<file path="config.mk">
export PLATFORM = sky130hd
export DESIGN_NAME = muldiv_seq
export DESIGN_NICKNAME = d
export VERILOG_FILES = /design/src/rtl/define_opcodes_pkg.sv /design/src/rtl/muldiv_dp.sv /design/src/rtl/muldiv_seq.sv
export SDC_FILE = /design/constraint.sdc
export NUM_CORES = 1
export LEC_CHECK = 0
export ABC_CLOCK_PERIOD_IN_PS = 2200
export BUFFER_PORTS_ARGS = -buffer_cell sky130_fd_sc_hd__buf_2
export CORE_MARGIN = 3
export CORE_UTILIZATION = 52
export DETAILED_ROUTE_END_ITERATION = 12
export GPL_TIMING_DRIVEN = 0
export PLACE_DENSITY = 0.77
export SLEW_MARGIN = 20
export SYNTH_ARGS = -nofsm -noshare
export SYNTH_HDL_FRONTEND = slang
export SYNTH_SLANG_ARGS = --single-unit
</file>
<file path="constraint.sdc">
create_clock -name clock -period 2.2 [get_ports clock]
set_input_delay 0.44 -clock clock [delete_from_list [all_inputs] [get_ports clock]]
set_output_delay 0.44 -clock clock [all_outputs]
set_load 0.02 [all_outputs]
</file>
<file path="src/rtl/define_opcodes_pkg.sv">
// Shared constants for the MUL AB / DIV AB sequencer: SFR addresses,
// operation encoding and FSM state encoding.
package define_opcodes;

    // SFR byte addresses written back by MUL AB / DIV AB
    localparam logic [7:0] SFR_ACC = 8'hE0;
    localparam logic [7:0] SFR_B   = 8'hF0;

    // Operation select encoding on the op input
    localparam logic OP_MUL = 1'b0;
    localparam logic OP_DIV = 1'b1;

    // Last iteration index of the 8-cycle calculation phase
    localparam logic [2:0] CALC_LAST = 3'd7;

    typedef enum logic [2:0] {
        IDLE   = 3'd0,
        CALC   = 3'd1,
        WR_ACC = 3'd2,
        WR_B   = 3'd3,
        DONE   = 3'd4
    } state_t;

endpackage

</file>
<file path="src/rtl/muldiv_dp.sv">
// Iterative 8x8 datapath: shift-add multiply (16-bit product) or restoring
// divide (8-bit quotient and remainder), one bit per step.
// A single 16-bit work register serves both: for MUL it holds the partial
// product with the multiplier shifting out of the low byte; for DIV the high
// byte is the running remainder and the low byte shifts dividend bits out
// while quotient bits shift in.
module muldiv_dp
    import define_opcodes::*;
(
    input  logic        clock,
    input  logic        reset,
    input  logic        start,
    input  logic        step,
    input  logic        op,
    input  logic [7:0]  a_in,
    input  logic [7:0]  b_in,
    output logic [15:0] product,
    output logic [7:0]  quotient,
    output logic [7:0]  remainder
);

    logic [15:0] work;
    logic [15:0] work_next;
    logic [7:0]  opnd;       // multiplicand (MUL) or divisor (DIV)
    logic [8:0]  mul_sum;
    logic [8:0]  div_shift;
    logic [9:0]  div_diff;

    // One iteration of the selected algorithm
    always_comb begin
        // NOTE: every always_comb output gets a default first so no path can infer a latch.
        work_next = work;
        mul_sum   = {1'b0, work[15:8]} + (work[0] ? {1'b0, opnd} : 9'd0);
        div_shift = {work[15:8], work[7]};
        div_diff  = {1'b0, div_shift} - {2'b00, opnd};
        if (op == OP_MUL) begin
            work_next = {mul_sum, work[7:1]};
        end else if (!div_diff[9]) begin
            // Trial subtraction fits: keep difference, quotient bit 1
            work_next = {div_diff[7:0], work[6:0], 1'b1};
        end else begin
            // Restore: keep shifted remainder, quotient bit 0
            work_next = {div_shift[7:0], work[6:0], 1'b0};
        end
    end

    // Operand load on start, one iteration per step
    always_ff @(posedge clock or negedge reset) begin
        // NOTE: sequential state uses non-blocking assignments so all registers update together.
        if (!reset) begin
            work <= '0;
            opnd <= '0;
        end else if (start) begin
            work <= (op == OP_DIV) ? {8'h00, a_in} : {8'h00, b_in};
            opnd <= (op == OP_DIV) ? b_in : a_in;
        end else if (step) begin
            work <= work_next;
        end
    end

    assign product   = work;
    assign quotient  = work[7:0];
    assign remainder = work[15:8];

endmodule

</file>
<file path="src/rtl/muldiv_seq.sv">
// MUL AB / DIV AB sequencer: accepts a request in IDLE, runs the iterative
// datapath for 8 cycles, writes ACC then B through the shared SFR write port
// (waiting on wr_gnt for each byte), then pulses done and updates OV/CY.
// Divide-by-zero skips the calculation and both writes.
module muldiv_seq
    import define_opcodes::*;
#(
    parameter logic [7:0] ACC_ADDR = SFR_ACC,
    parameter logic [7:0] B_ADDR   = SFR_B
) (
    input  logic       clock,
    input  logic       reset,
    input  logic       start,
    input  logic       op,
    input  logic [7:0] acc_in,
    input  logic [7:0] b_in,
    input  logic       wr_gnt,
    output logic       busy,
    output logic       done,
    output logic       wr_en,
    output logic       wr_bit_en,
    output logic [7:0] addr,
    output logic [7:0] data_out,
    output logic       ov,
    output logic       cy
);

    state_t      state;
    state_t      state_next;
    logic [2:0]  iter_cnt;
    logic        op_q;
    logic        accept;
    logic        div_zero;
    logic        dp_start;
    logic        dp_step;
    logic        dp_op;
    logic [15:0] product;
    logic [7:0]  quotient;
    logic [7:0]  remainder;

    assign accept   = (state == IDLE) && start;
    assign div_zero = (op == OP_DIV) && (b_in == 8'h00);
    // The datapath sees the live op while loading, the captured op afterwards
    assign dp_op    = (state == IDLE) ? op : op_q;

    // Next-state logic and datapath control
    always_comb begin
        state_next = state;
        dp_start   = 1'b0;
        dp_step    = 1'b0;
        case (state)
            IDLE: begin
                if (start) begin
                    if (div_zero) begin
                        state_next = DONE;
                    end else begin
                        state_next = CALC;
                        dp_start   = 1'b1;
                    end
                end
            end
            CALC: begin
                dp_step = 1'b1;
                if (iter_cnt == CALC_LAST) state_next = WR_ACC;
            end
            WR_ACC:  if (wr_gnt) state_next = WR_B;
            WR_B:    if (wr_gnt) state_next = DONE;
            DONE:    state_next = IDLE;
            default: state_next = IDLE;
        endcase
    end

    // State register, iteration counter, captured op and OV flag
    always_ff @(posedge clock or negedge reset) begin
        if (!reset) begin
            state    <= IDLE;
            iter_cnt <= '0;
            op_q     <= OP_MUL;
            ov       <= 1'b0;
        end else begin
            state <= state_next;
            if (accept) begin
                iter_cnt <= '0;
                op_q     <= op;
                // Divide-by-zero goes straight to DONE, so its flag is set now
                if (div_zero) ov <= 1'b1;
            end else if (state == CALC) begin
                iter_cnt <= iter_cnt + 3'd1;
            end
            // Flag result becomes visible together with the done pulse
            if (state == WR_B && wr_gnt) begin
                ov <= (op_q == OP_MUL) ? (product[15:8] != 8'h00) : 1'b0;
            end
        end
    end

    // Status and SFR write port outputs decoded from the current state
    always_comb begin
        busy     = (state != IDLE);
        done     = (state == DONE);
        wr_en    = 1'b0;
        addr     = 8'h00;
        data_out = 8'h00;
        case (state)
            WR_ACC: begin
                wr_en    = 1'b1;
                addr     = ACC_ADDR;
                data_out = (op_q == OP_MUL) ? product[7:0] : quotient;
            end
            WR_B: begin
                wr_en    = 1'b1;
                addr     = B_ADDR;
                data_out = (op_q == OP_MUL) ? product[15:8] : remainder;
            end
            default: ;
        endcase
    end

    assign wr_bit_en = 1'b0;
    assign cy        = 1'b0;

    muldiv_dp u_dp (
        .clock     (clock),
        .reset     (reset),
        .start     (dp_start),
        .step      (dp_step),
        .op        (dp_op),
        .a_in      (acc_in),
        .b_in      (b_in),
        .product   (product),
        .quotient  (quotient),
        .remainder (remainder)
    );

endmodule

</file>
==> results of run 1 <==
-- power groups by stage --
stage          sequential (mW)  combinational (mW)  clock (mW)
6_report                  1.30                4.70       0.450
5_1_grt                   1.33                5.14       0.479
4_1_cts                   1.25                4.24       0.453
3_5_place_dp              1.25                4.10           0
3_3_place_gp              1.25                4.01           0
2_1_floorplan             1.11                3.21           0
-- per-stage QoR --
| step | setup WS [ns] | TNS (ns) | cells |
|---|---|---|---|
| final | -0.0228 | -0.0443 | 467 |
| after global routing | -0.117 | -0.368 | 467 |
| after CTS | -0.0789 | -0.251 | 465 |
| after detailed placement | -0.307 | -0.666 | 454 |
| after global placement | -0.265 | -0.549 | 454 |
| after floorplan | -0.00742 | -0.00742 | 348 |
-- layout by cell type (no fill, tap or decap), drive strengths merged, types with 4 or more instances in the layout --
cell     n
buf     63
nand2b   4
o21bai   4
a211oi   7
clkbuf  10
or3      5
o21ai   19
nor2    22
a21o     4
nand2   49
a311o    7
dfrtp   32
ha      18
nor3     4
conb     6
mux2i   19
nand3   10
and2     8
o211ai   4
inv     16
a21oi   33
-- critical path: cells and delay by family (launching register included) --
family	cells	cell delay, ns
AO/OA/AOI/OAI	4	0.96
adder cells (fa/ha/maj)	2	0.49
flip-flops	1	0.44
AND/OR/NAND/NOR	2	0.25
-- sequential cells by signal, indices dropped and copies added, names as in the netlist --
| signal | cells |
|---|---|
| u_dp.product | 16 |
| u_dp.opnd | 8 |
| iter_cnt | 3 |
| state | 3 |
| op_q | 1 |
| ov | 1 |
-- timing repair --
| item | in CTS | in global routing |
|---|---|---|
| pin swaps | 6 | 3 |
| setup buffers | 3 | 4 |
| resized for setup | 11 | 29 |
| hold endpoints to repair | 0 | 0 |
| setup endpoints to repair | 16 | 22 |
-- routing by layer --
layer / vias up / wire (um)
met5: - / 0
met4: 0 / 246
li1: 1345 / -
met1: 1324 / 3570
met2: 86 / 3880
met3: 23 / 360
-- path summary, 6_finish.rpt --
check | start | end | slack, ns | cells after the start
worst min-delay path | reset | u_dp.product[4]$_DFFE_PN0P_ | 0.21 | 1
max in group asynchronous | reset | u_dp.product[0]$_DFFE_PN0P_ | 1.47 | 1
worst max register to register | u_dp.product[0]$_DFFE_PN0P_ | u_dp.product[13]$_DFFE_PN0P_ | -0.02 | 8
worst min register to register | ov$_DFFE_PN0P_ | ov$_DFFE_PN0P_ | 0.50 | 1
min in group clock | wr_gnt | state[1]$_DFFE_PN0P_ | 0.39 | 2
worst max-delay path | u_dp.product[0]$_DFFE_PN0P_ | u_dp.product[13]$_DFFE_PN0P_ | -0.02 | 8
-- cell type report --
type | instances | area, um^2
Timing Repair Buffer | 43 | 233
Buffer | 25 | 160
Clock inverter | 3 | 18.8
Tap cell | 70 | 87.6
Inverter | 16 | 60.1
Clock buffer | 5 | 68.8
Multi-Input combinational cell | 273 | 1980
Fill cell | 472 | 1790
Sequential cell | 32 | 807
-- logic make-up after synthesis --
kind of cell,Yosys count,synth area share [%]
and+or+nand+nor,114,19.3
AOI/OAI and AO/OA,107,26.2
buffers and inverters,43,7.81
DFF,32,28.2
adders and majority gates,20,9.36
muxes,20,7.10
xor gates and xnor gates,6,1.85
other,1,0.132
==> qor.csv, run 1 <==
metric;value;unit
status;finished, violations left;
violated checks;negative setup slack;
Tmin final;2.22;ns
CP peak stage delay;0.44;ns
endpoints failing setup;2;
vias per cell;5.95;
met3 GRT Util;3.84;%
count leader, synth;nand2_1;
Critical Path AT;2.42;ns
DRT iter0 DRCs;285;
Root Buffer;clkbuf_8;
Net Sw Power;3.31;mW
CTS clock-pin slew for the worst setup and hold paths;0.07;ns
Max Slew Vio Count;0;
maximum number of pins on one net before global-route repair;33;
Net Sw Frac;51.4;%
DIE AREA;6370;um^2
HP Class;in -> async;
Synth Area per Inst;8.27;um^2
worst hold margin;0.212;ns
number of synthesized flops with an enable pin;0;
initial antenna violation count;0;
hold_buf cts;0;
DRC viols;0;
Worst Skew;0.00357;ns
first-pass GRT wire length;12800;um
grt total ovfl;0;
Max Freq;450;MHz
TritonCTS clock tree;yes;
share of cells above drive strength 1;27.2;%
via count;2778;
Yosys Warn Count;0;
required time of the critical path;2.40;ns
internal power;3.14;mW
area share of the largest cell type after synthesis;28.2;%
Max IR drop VDD;0.715;mV
placed inst area;3140;um^2
Tcrit/Tclk final;101;%
Slowest cell on crit path;dfrtp_2;
fin util;65.6;%
final wirelength;8060;um
Setup WS post-layout;-0.0228;ns
logic gate share of total power;72.9;%
max-cap viol count;0;
GP Congestion;0.936;
drt pass-1 iters;4;
gr busiest metal;met2;
Worst Tran Pin Value;0.827;ns
Clock Power Share;7.0;%
fraction of registers with async set/reset;100;%
die width;79.8;um
Die Span Y;79.8;um
hpwl dp;5900;um
Sink Count;32;
Synth Flop Type;dfrtp_1;
number of diodes;0;
Area Growth Syn to Fin;20.3;%
worst-path cell chain;and2_4 -> ha_4 -> fa_2 -> a211o_1 -> a211oi_2 -> nor2_2 -> o41ai_2 -> o21bai_1;
Overall Power;6.45;mW
CTS HTree Levels;2;
RSZ-0062 raised after global routing;yes;
M2 GR Usage;42.2;%
distinct cell type count after synthesis;58;
row count;26;
crit path capture type;flip-flop;
core area;5200;um^2
sequential-to-total area share from yosys stat;28.2;%
Initial Utilization;54.5;%
ranking of synthesized cells by area;dfrtp_1, ha_1, mux2i_1, nand2_1, a21oi_1;
final hold viol count;0;
leak pwr;1.62;nW
synthesis-stage register bit count;32;
crit-path max FO;5;
Worst setup SP type;flip-flop;
Final Net Count;437;
global-route usage over all layers;25.8;%
Worst-Skew Late Latency;0.28;ns
Post-synth top cells;nand2_1, a21oi_1, dfrtp_1;
Post-Syn Area;2840;um^2
max_slew headroom;44.4;%
Synth Instances;343;
P per Cell Area;1890;nW/um^2
Avg WL per Cell;17.3;um
Flop pwr share;20.1;%
Synth area leader;dfrtp_1;
met1 usage;33.7;%
number of global-route vias before repair;2736;
crit path kind;reg -> reg;
port bufs;36;
Antenna Nets Post-Route;0;
num ports;43;
TritonCTS buffer count;5;
CTS Buffer Depth;2;
design area;3410;um^2
(Power assumes the default switching activity.)
==> run 2, diff against run 1 <==
--- a/config.mk
+++ b/config.mk
@@ -5,13 +5,13 @@
 export SDC_FILE = /design/constraint.sdc
 export NUM_CORES = 1
 export LEC_CHECK = 0
-export ABC_CLOCK_PERIOD_IN_PS = 2200
+export ABC_CLOCK_PERIOD_IN_PS = 2500
 export BUFFER_PORTS_ARGS = -buffer_cell sky130_fd_sc_hd__buf_2
 export CORE_MARGIN = 3
-export CORE_UTILIZATION = 52
+export CORE_UTILIZATION = 58
 export DETAILED_ROUTE_END_ITERATION = 12
 export GPL_TIMING_DRIVEN = 0
-export PLACE_DENSITY = 0.77
+export PLACE_DENSITY = 0.81
 export SLEW_MARGIN = 20
 export SYNTH_ARGS = -nofsm -noshare
 export SYNTH_HDL_FRONTEND = slang
==> constraint.sdc (replaced) <==
create_clock -name clock -period 2.5 [get_ports clock]
set_input_delay 0.5 -clock clock [delete_from_list [all_inputs] [get_ports clock]]
set_output_delay 0.5 -clock clock [all_outputs]
set_load 0.02 [all_outputs]
==> qor.csv, run 2 (synthesis results as in run 1) <==
metric;value;unit;change
status;finished clean;;
hold_buf cts;0;;unchanged
crit path kind;reg -> reg;;
max_slew headroom;45.2;%;+0.77 points
Tcrit/Tclk final;95.7;%;-5.3 points
worst slack at placement;-0.174;ns;+0.133 ns
grt total ovfl;0;;unchanged
Setup WS post-layout;0.107;ns;+0.129 ns
TritonCTS clock tree;yes;;
P per Cell Area;1600;nW/um^2;-15%
final hold viol count;0;;unchanged
worst-path cell chain;and2_1 -> ha_1 -> fa_1 -> a211o_1 -> a211oi_2 -> o21bai_1 -> a211oi_2 -> o31ai_1;;
Max IR drop VDD;0.703;mV;-1.7%
number of global-route vias before repair;2496;;-8.8%
port bufs;36;;unchanged
final non-filler cell total;458;;-1.9%
fill count;380;;-19%
max-cap viol count;0;;unchanged
Avg WL per Cell;16.5;um;-4.1%
global-route usage over all layers;26.0;%;+0.25 points
DIE AREA;5760;um^2;-9.6%
core area;4530;um^2;-13%
die width;75.9;um;-4.9%
Sink Count;32;;unchanged
most frequent cells in the layout;nand2_1, buf_2, a21oi_1;;
CTS Buffer Depth;2;;unchanged
Max Slew Vio Count;0;;unchanged
Worst-Skew Late Latency;0.28;ns;about the same
Post-Route Setup TNS;0;ns;+0.0443 ns
Overall Power;5.20;mW;-19%
worst reg-to-reg setup slack;0.11;ns;+0.13 ns
commonest non-fill, non-tap cell in the layout;nand2_1;;
Root Buffer;clkbuf_8;;
Final Net Count;433;;-0.92%
worst reg2reg startpoint;u_dp.product[0]$_DFFE_PN0P_;;
worst reg2reg path endpoint;u_dp.product[15]$_DFFE_PN0P_;;
area of the multi-input gates;1850;um^2;-6.2%
max reg flops;16;;unchanged
Worst path most repeated cell;a211oi_2;;
DRT iter0 DRCs;305;;+7.0%
endpoints failing setup;0;;-2
first-pass GRT wire length;12300;um;-3.9%
Initial Utilization;62.5;%;+8.1 points
number of diodes;0;;unchanged
crit path capture type;flip-flop;;
GP Congestion;0.971;;+3.7%
share of cells above drive strength 1;20.1;%;-7.1 points
worst hold margin;0.268;ns;+0.0560 ns
Slowest cell on crit path;dfrtp_2;;
vias per cell;6.09;;+2.4%
Antenna Nets Post-Route;0;;unchanged
RSZ-0062 raised after global routing;yes;;
Area Growth Syn to Fin;14.3;%;
Worst Tran Pin Value;0.816;ns;-0.0115 ns
Max Freq;418;MHz;-7.1%
Worst setup SP type;flip-flop;;
maximum number of pins on one net before global-route repair;33;;unchanged
Tmin final;2.39;ns;+0.171 ns
CP peak stage delay;0.46;ns;+0.02 ns
TritonCTS buffer count;5;;unchanged
hpwl dp;5860;um;-0.71%
leak pwr;1.58;nW;-2.2%
row count;24;;-7.7%
HP Class;in -> async;;
FF/Latch Area;803;um^2;-0.47%
Critical Path AT;2.54;ns;+0.12 ns
Worst Skew;0.00907;ns;+0.00550 ns
DRC viols;0;;unchanged
CTS HTree Levels;2;;unchanged
crit-path max FO;10;;+5
num ports;43;;unchanged
required time of the critical path;2.64;ns;+0.24 ns
final wirelength;7580;um;-6.0%
via count;2789;;+0.40%
initial antenna violation count;0;;unchanged
drt pass-1 iters;6;;+2
Die Span Y;75.9;um;-4.9%
Placed Cells;449;;-1.1%
CTS clock-pin slew for the worst setup and hold paths;0.07;ns;about the same
cells on worst reg2reg path;8;;unchanged
==> run 2: cell types whose count changed in the layout (fill, tap and decap cells not counted), moves of 3 or more <==
cell	previous run	this run
buf_4	21	14
dfrtp_2	5	2
ha_4	3	0
dfrtp_1	27	30
ha_1	14	18
==> run 2: where the power goes <==
part	internal [mW]	switching [mW]	total [mW]
clock	0.194	0.199	0.393
combinational	1.53	2.15	3.68
sequential	0.778	0.344	1.12
total	2.50	2.69	5.20
==> run 2: what timing repair did <==
item / CTS / global route
pin swaps: 0 / 2
gates resized for setup: 3 / 3
setup endpoints to repair: 2 / 3
buffers inserted: 0 / 2
==> run 2: area by class of cell <==
cell class,count,share of cell area (%)
Buffer,26,4.87
Clock buffer,5,2.12
Clock inverter,3,0.579
Inverter,16,1.85
Multi-Input combinational cell,273,57.2
Sequential cell,32,24.8
Tap cell,65,2.51
Timing Repair Buffer,38,6.03
==> run 2: worst max-delay path by stage <==
stage,startpoint,cells after the start,to
CTS,u_dp.product[0]$_DFFE_PN0P_,8,u_dp.product[13]$_DFFE_PN0P_
global route,u_dp.product[0]$_DFFE_PN0P_,8,u_dp.product[15]$_DFFE_PN0P_
floorplan,u_dp.product[0]$_DFFE_PN0P_,9,u_dp.product[15]$_DFFE_PN0P_
finish,u_dp.product[0]$_DFFE_PN0P_,8,u_dp.product[15]$_DFFE_PN0P_
global placement,u_dp.product[0]$_DFFE_PN0P_,9,u_dp.product[13]$_DFFE_PN0P_
detailed placement,u_dp.product[0]$_DFFE_PN0P_,9,u_dp.product[13]$_DFFE_PN0P_
==> run 2: critical path: cells and delay by family (launching register included) <==
family / cells / cell delay [ns]
AO/OA/AOI/OAI: 5 / 1.01
adder cells (fa/ha/maj): 2 / 0.63
flip-flops: 1 / 0.46
AND/OR/NAND/NOR: 1 / 0.16
==> run 2: layer usage <==
layer	wire length [um]	share of wire (%)	global-route usage, %	vias up
met1	3260	43	37.1	1299
li1	-	-	-	1335
met4	177	2.3	7.61	0
met2	3540	47	41.0	137
met5	0	0	0	-
met3	598	7.9	3.79	18
==> run 2: metrics by stage <==
stage	area [um^2]	util, %
after floorplan	2850	-
after global routing	3240	71.4
final	3240	71.4
after CTS	3220	70.9
after global placement	3120	68.7
after detailed placement	3120	68.7
==> run 3, diff against run 2 <==
--- a/config.mk
+++ b/config.mk
@@ -5,10 +5,12 @@
 export SDC_FILE = /design/constraint.sdc
 export NUM_CORES = 1
 export LEC_CHECK = 0
+export ABC_AREA = 1
 export ABC_CLOCK_PERIOD_IN_PS = 2500
 export BUFFER_PORTS_ARGS = -buffer_cell sky130_fd_sc_hd__buf_2
 export CORE_MARGIN = 3
 export CORE_UTILIZATION = 58
+export CTS_CLUSTER_DIAMETER = 40
 export DETAILED_ROUTE_END_ITERATION = 12
 export GPL_TIMING_DRIVEN = 0
 export PLACE_DENSITY = 0.81
==> qor.csv, run 3 <==
metric;value;unit;change
Overall Power;4.95;mW;-4.8%
initial antenna violation count;0;;unchanged
number of global-route vias before repair;2835;;+14%
status;finished clean;;
global-route usage over all layers;27.0;%;+1.0 points
Post-Route Setup TNS;0;ns;unchanged
first-pass GRT wire length;12800;um;+4.5%
Tcrit/Tclk final;93.9;%;-1.9 points
design area;3350;um^2;+3.4%
worst hold margin;0.265;ns;-0.00331 ns
Setup WS post-layout;0.153;ns;+0.0463 ns
Synth area leader;dfrtp_1;;
count leader, synth;nand2_1;;
distinct cell type count after synthesis;38;;-34%
DRC viols;0;;unchanged
ranking of synthesized cells by area;dfrtp_1, nand2_1, inv_1, ha_1, o211ai_1;;
share of cells above drive strength 1;16.0;%;-4.1 points
cts repair resizes;0;;-3
RSZ-0062 raised after global routing;no;;
max reg flops;16;;unchanged
worst reg-to-reg setup slack;0.33;ns;+0.22 ns
number of synthesized flops with an enable pin;0;;unchanged
drt pass-1 iters;6;;unchanged
via count;3005;;+7.7%
Antenna Nets Post-Route;0;;unchanged
final hold viol count;0;;unchanged
Synth Area per Inst;6.73;um^2;-19%
Area Growth Syn to Fin;13.3;%;
Worst Skew;0.0120;ns;+0.00295 ns
final non-filler cell total;555;;+21%
TritonCTS clock tree;yes;;
worst reg2reg startpoint;u_dp.product[13]$_DFFE_PN0P_;;
sequential-to-total area share from yosys stat;27.1;%;-1.1 points
Worst setup SP type;flip-flop;;
Placed Cells;547;;+22%
P per Cell Area;1480;nW/um^2;-7.9%
crit path capture type;output pin;;
vias per cell;5.41;;-11%
fraction of registers with async set/reset;100;%;unchanged
Max IR drop VDD;0.767;mV;+9.2%
Yosys Warn Count;0;;unchanged
cells on worst reg2reg path;9;;+1
Max Freq;426;MHz;+2.0%
Worst-Skew Late Latency;0.30;ns;+0.02 ns
Root Buffer;clkbuf_8;;
core area;4820;um^2;+6.2%
Post-synth top cells;nand2_1, inv_1, dfrtp_1;;
Worst Tran Pin Value;0.750;ns;-0.0664 ns
max_slew headroom;50.0;%;+4.8 points
most frequent cells in the layout;nand2_1, inv_1, buf_2;;
die width;77.4;um;+1.9%
max-cap viol count;0;;unchanged
DIE AREA;5990;um^2;+3.9%
hold_buf cts;0;;unchanged
Post-Syn Area;2950;um^2;+4.2%
CTS clock-pin slew for the worst setup and hold paths;0.07;ns;about the same
Die Span Y;77.4;um;+1.9%
worst reg2reg path endpoint;u_dp.product[10]$_DFFE_PN0P_;;
endpoints failing setup;0;;unchanged
synthesis-stage register bit count;32;;unchanged
maximum number of pins on one net before global-route repair;33;;unchanged
CTS Buffer Depth;2;;unchanged
Synth Flop Type;dfrtp_1;;
Tmin final;2.35;ns;-0.0463 ns
DRT iter0 DRCs;194;;-36%
Sink Count;32;;unchanged
row count;25;;+4.2%
num ports;43;;unchanged
final wirelength;7640;um;+0.88%
grt total ovfl;0;;unchanged
fin util;69.5;%;-1.9 points
area share of the largest cell type after synthesis;27.1;%;-1.1 points
Avg WL per Cell;13.8;um;-17%
leak pwr;1.90;nW;+20%
HP Class;in -> async;;
crit path kind;reg -> out;;
port bufs;36;;unchanged
buffer count from post-CTS setup fixing;0;;unchanged
TritonCTS buffer count;5;;unchanged
commonest non-fill, non-tap cell in the layout;nand2_1;;
crit-path max FO;9;;-1
Max Slew Vio Count;0;;unchanged
Final Net Count;528;;+22%
Critical Path AT;1.85;ns;-0.69 ns
hpwl dp;6040;um;+3.2%
worst slack at placement;0.381;ns;+0.555 ns
number of diodes;0;;unchanged
GP Congestion;0.913;;-5.9%
CTS HTree Levels;2;;unchanged
Synth Instances;439;;+28%
placed inst area;3240;um^2;+3.9%
Initial Utilization;61.3;%;-1.2 points
required time of the critical path;2.00;ns;-0.64 ns
-- run 3: cell types whose count changed in the layout (fill, tap and decap cells not counted), moves of 6 or more --
cell / previous run / this run
nand2_1: 49 / 132
inv_1: 16 / 77
a21oi_1: 33 / 9
mux2i_1: 19 / 0
nand3_1: 10 / 28
o211ai_1: 4 / 20
nand4_1: 1 / 12
and2_1: 8 / 0
o21ai_1: 1 / 9
a311o_1: 7 / 0
o22ai_1: 0 / 7
nor2_1: 22 / 16
-- run 3: per-layer routing --
metal,global-route usage [%],part of all wire (%),vias to the layer above
li1,-,-,1504
met1,36.0,45,1375
met2,43.8,46,108
met3,3.83,5.5,18
met4,12.1,3.3,0
met5,0,0,-
-- run 3: kinds of logic after synthesis --
| group | synth area share (%) |
|---|---|
| XOR/XNOR | 1.48 |
| buffers and inverters | 16.4 |
| other | 0.127 |
| AO/OA/AOI/OAI | 15.7 |
| adder cells (fa/ha/maj) | 8.98 |
| AND/OR/NAND/NOR | 30.2 |
| flip-flops | 27.1 |
-- run 3: worst max-delay path by stage --
| stage | startpoint | to | slack, ns | depth (start not counted) |
|---|---|---|---|---|
| after detailed placement | u_dp.product[13]$_DFFE_PN0P_ | u_dp.product[10]$_DFFE_PN0P_ | 0.38 | 9 |
| after CTS | state[1]$_DFFE_PN0P_ | data_out[6] | 0.16 | 5 |
| after floorplan | state[1]$_DFFE_PN0P_ | data_out[6] | 0.31 | 4 |
| after global placement | u_dp.product[13]$_DFFE_PN0P_ | u_dp.product[10]$_DFFE_PN0P_ | 0.44 | 9 |
| final | state[1]$_DFFE_PN0P_ | data_out[7] | 0.15 | 5 |
| after global routing | state[1]$_DFFE_PN0P_ | data_out[7] | 0.03 | 5 |
-- run 3: worst max-delay path, cell delays in order, from the launching register on --
cell      delay (ns)
dfrtp_1         0.42
bufinv_8        0.22
nor3_4          0.22
clkinv_1        0.27
o22ai_1         0.22
buf_2           0.20
-- run 3: final cells by class --
type	instances	area (um^2)
Buffer	19	145
Multi-Input combinational cell	307	1690
Inverter	86	339
Clock buffer	5	68.8
Tap cell	67	83.8
Sequential cell	32	801
Fill cell	437	1470
Timing Repair Buffer	36	180
Clock inverter	3	42.5
-- run 3: power breakdown --
group | total [mW] | switching (mW) | internal [mW]
logic | 3.46 | 2.17 | 1.28
registers | 0.990 | 0.228 | 0.761
clock network | 0.502 | 0.207 | 0.295
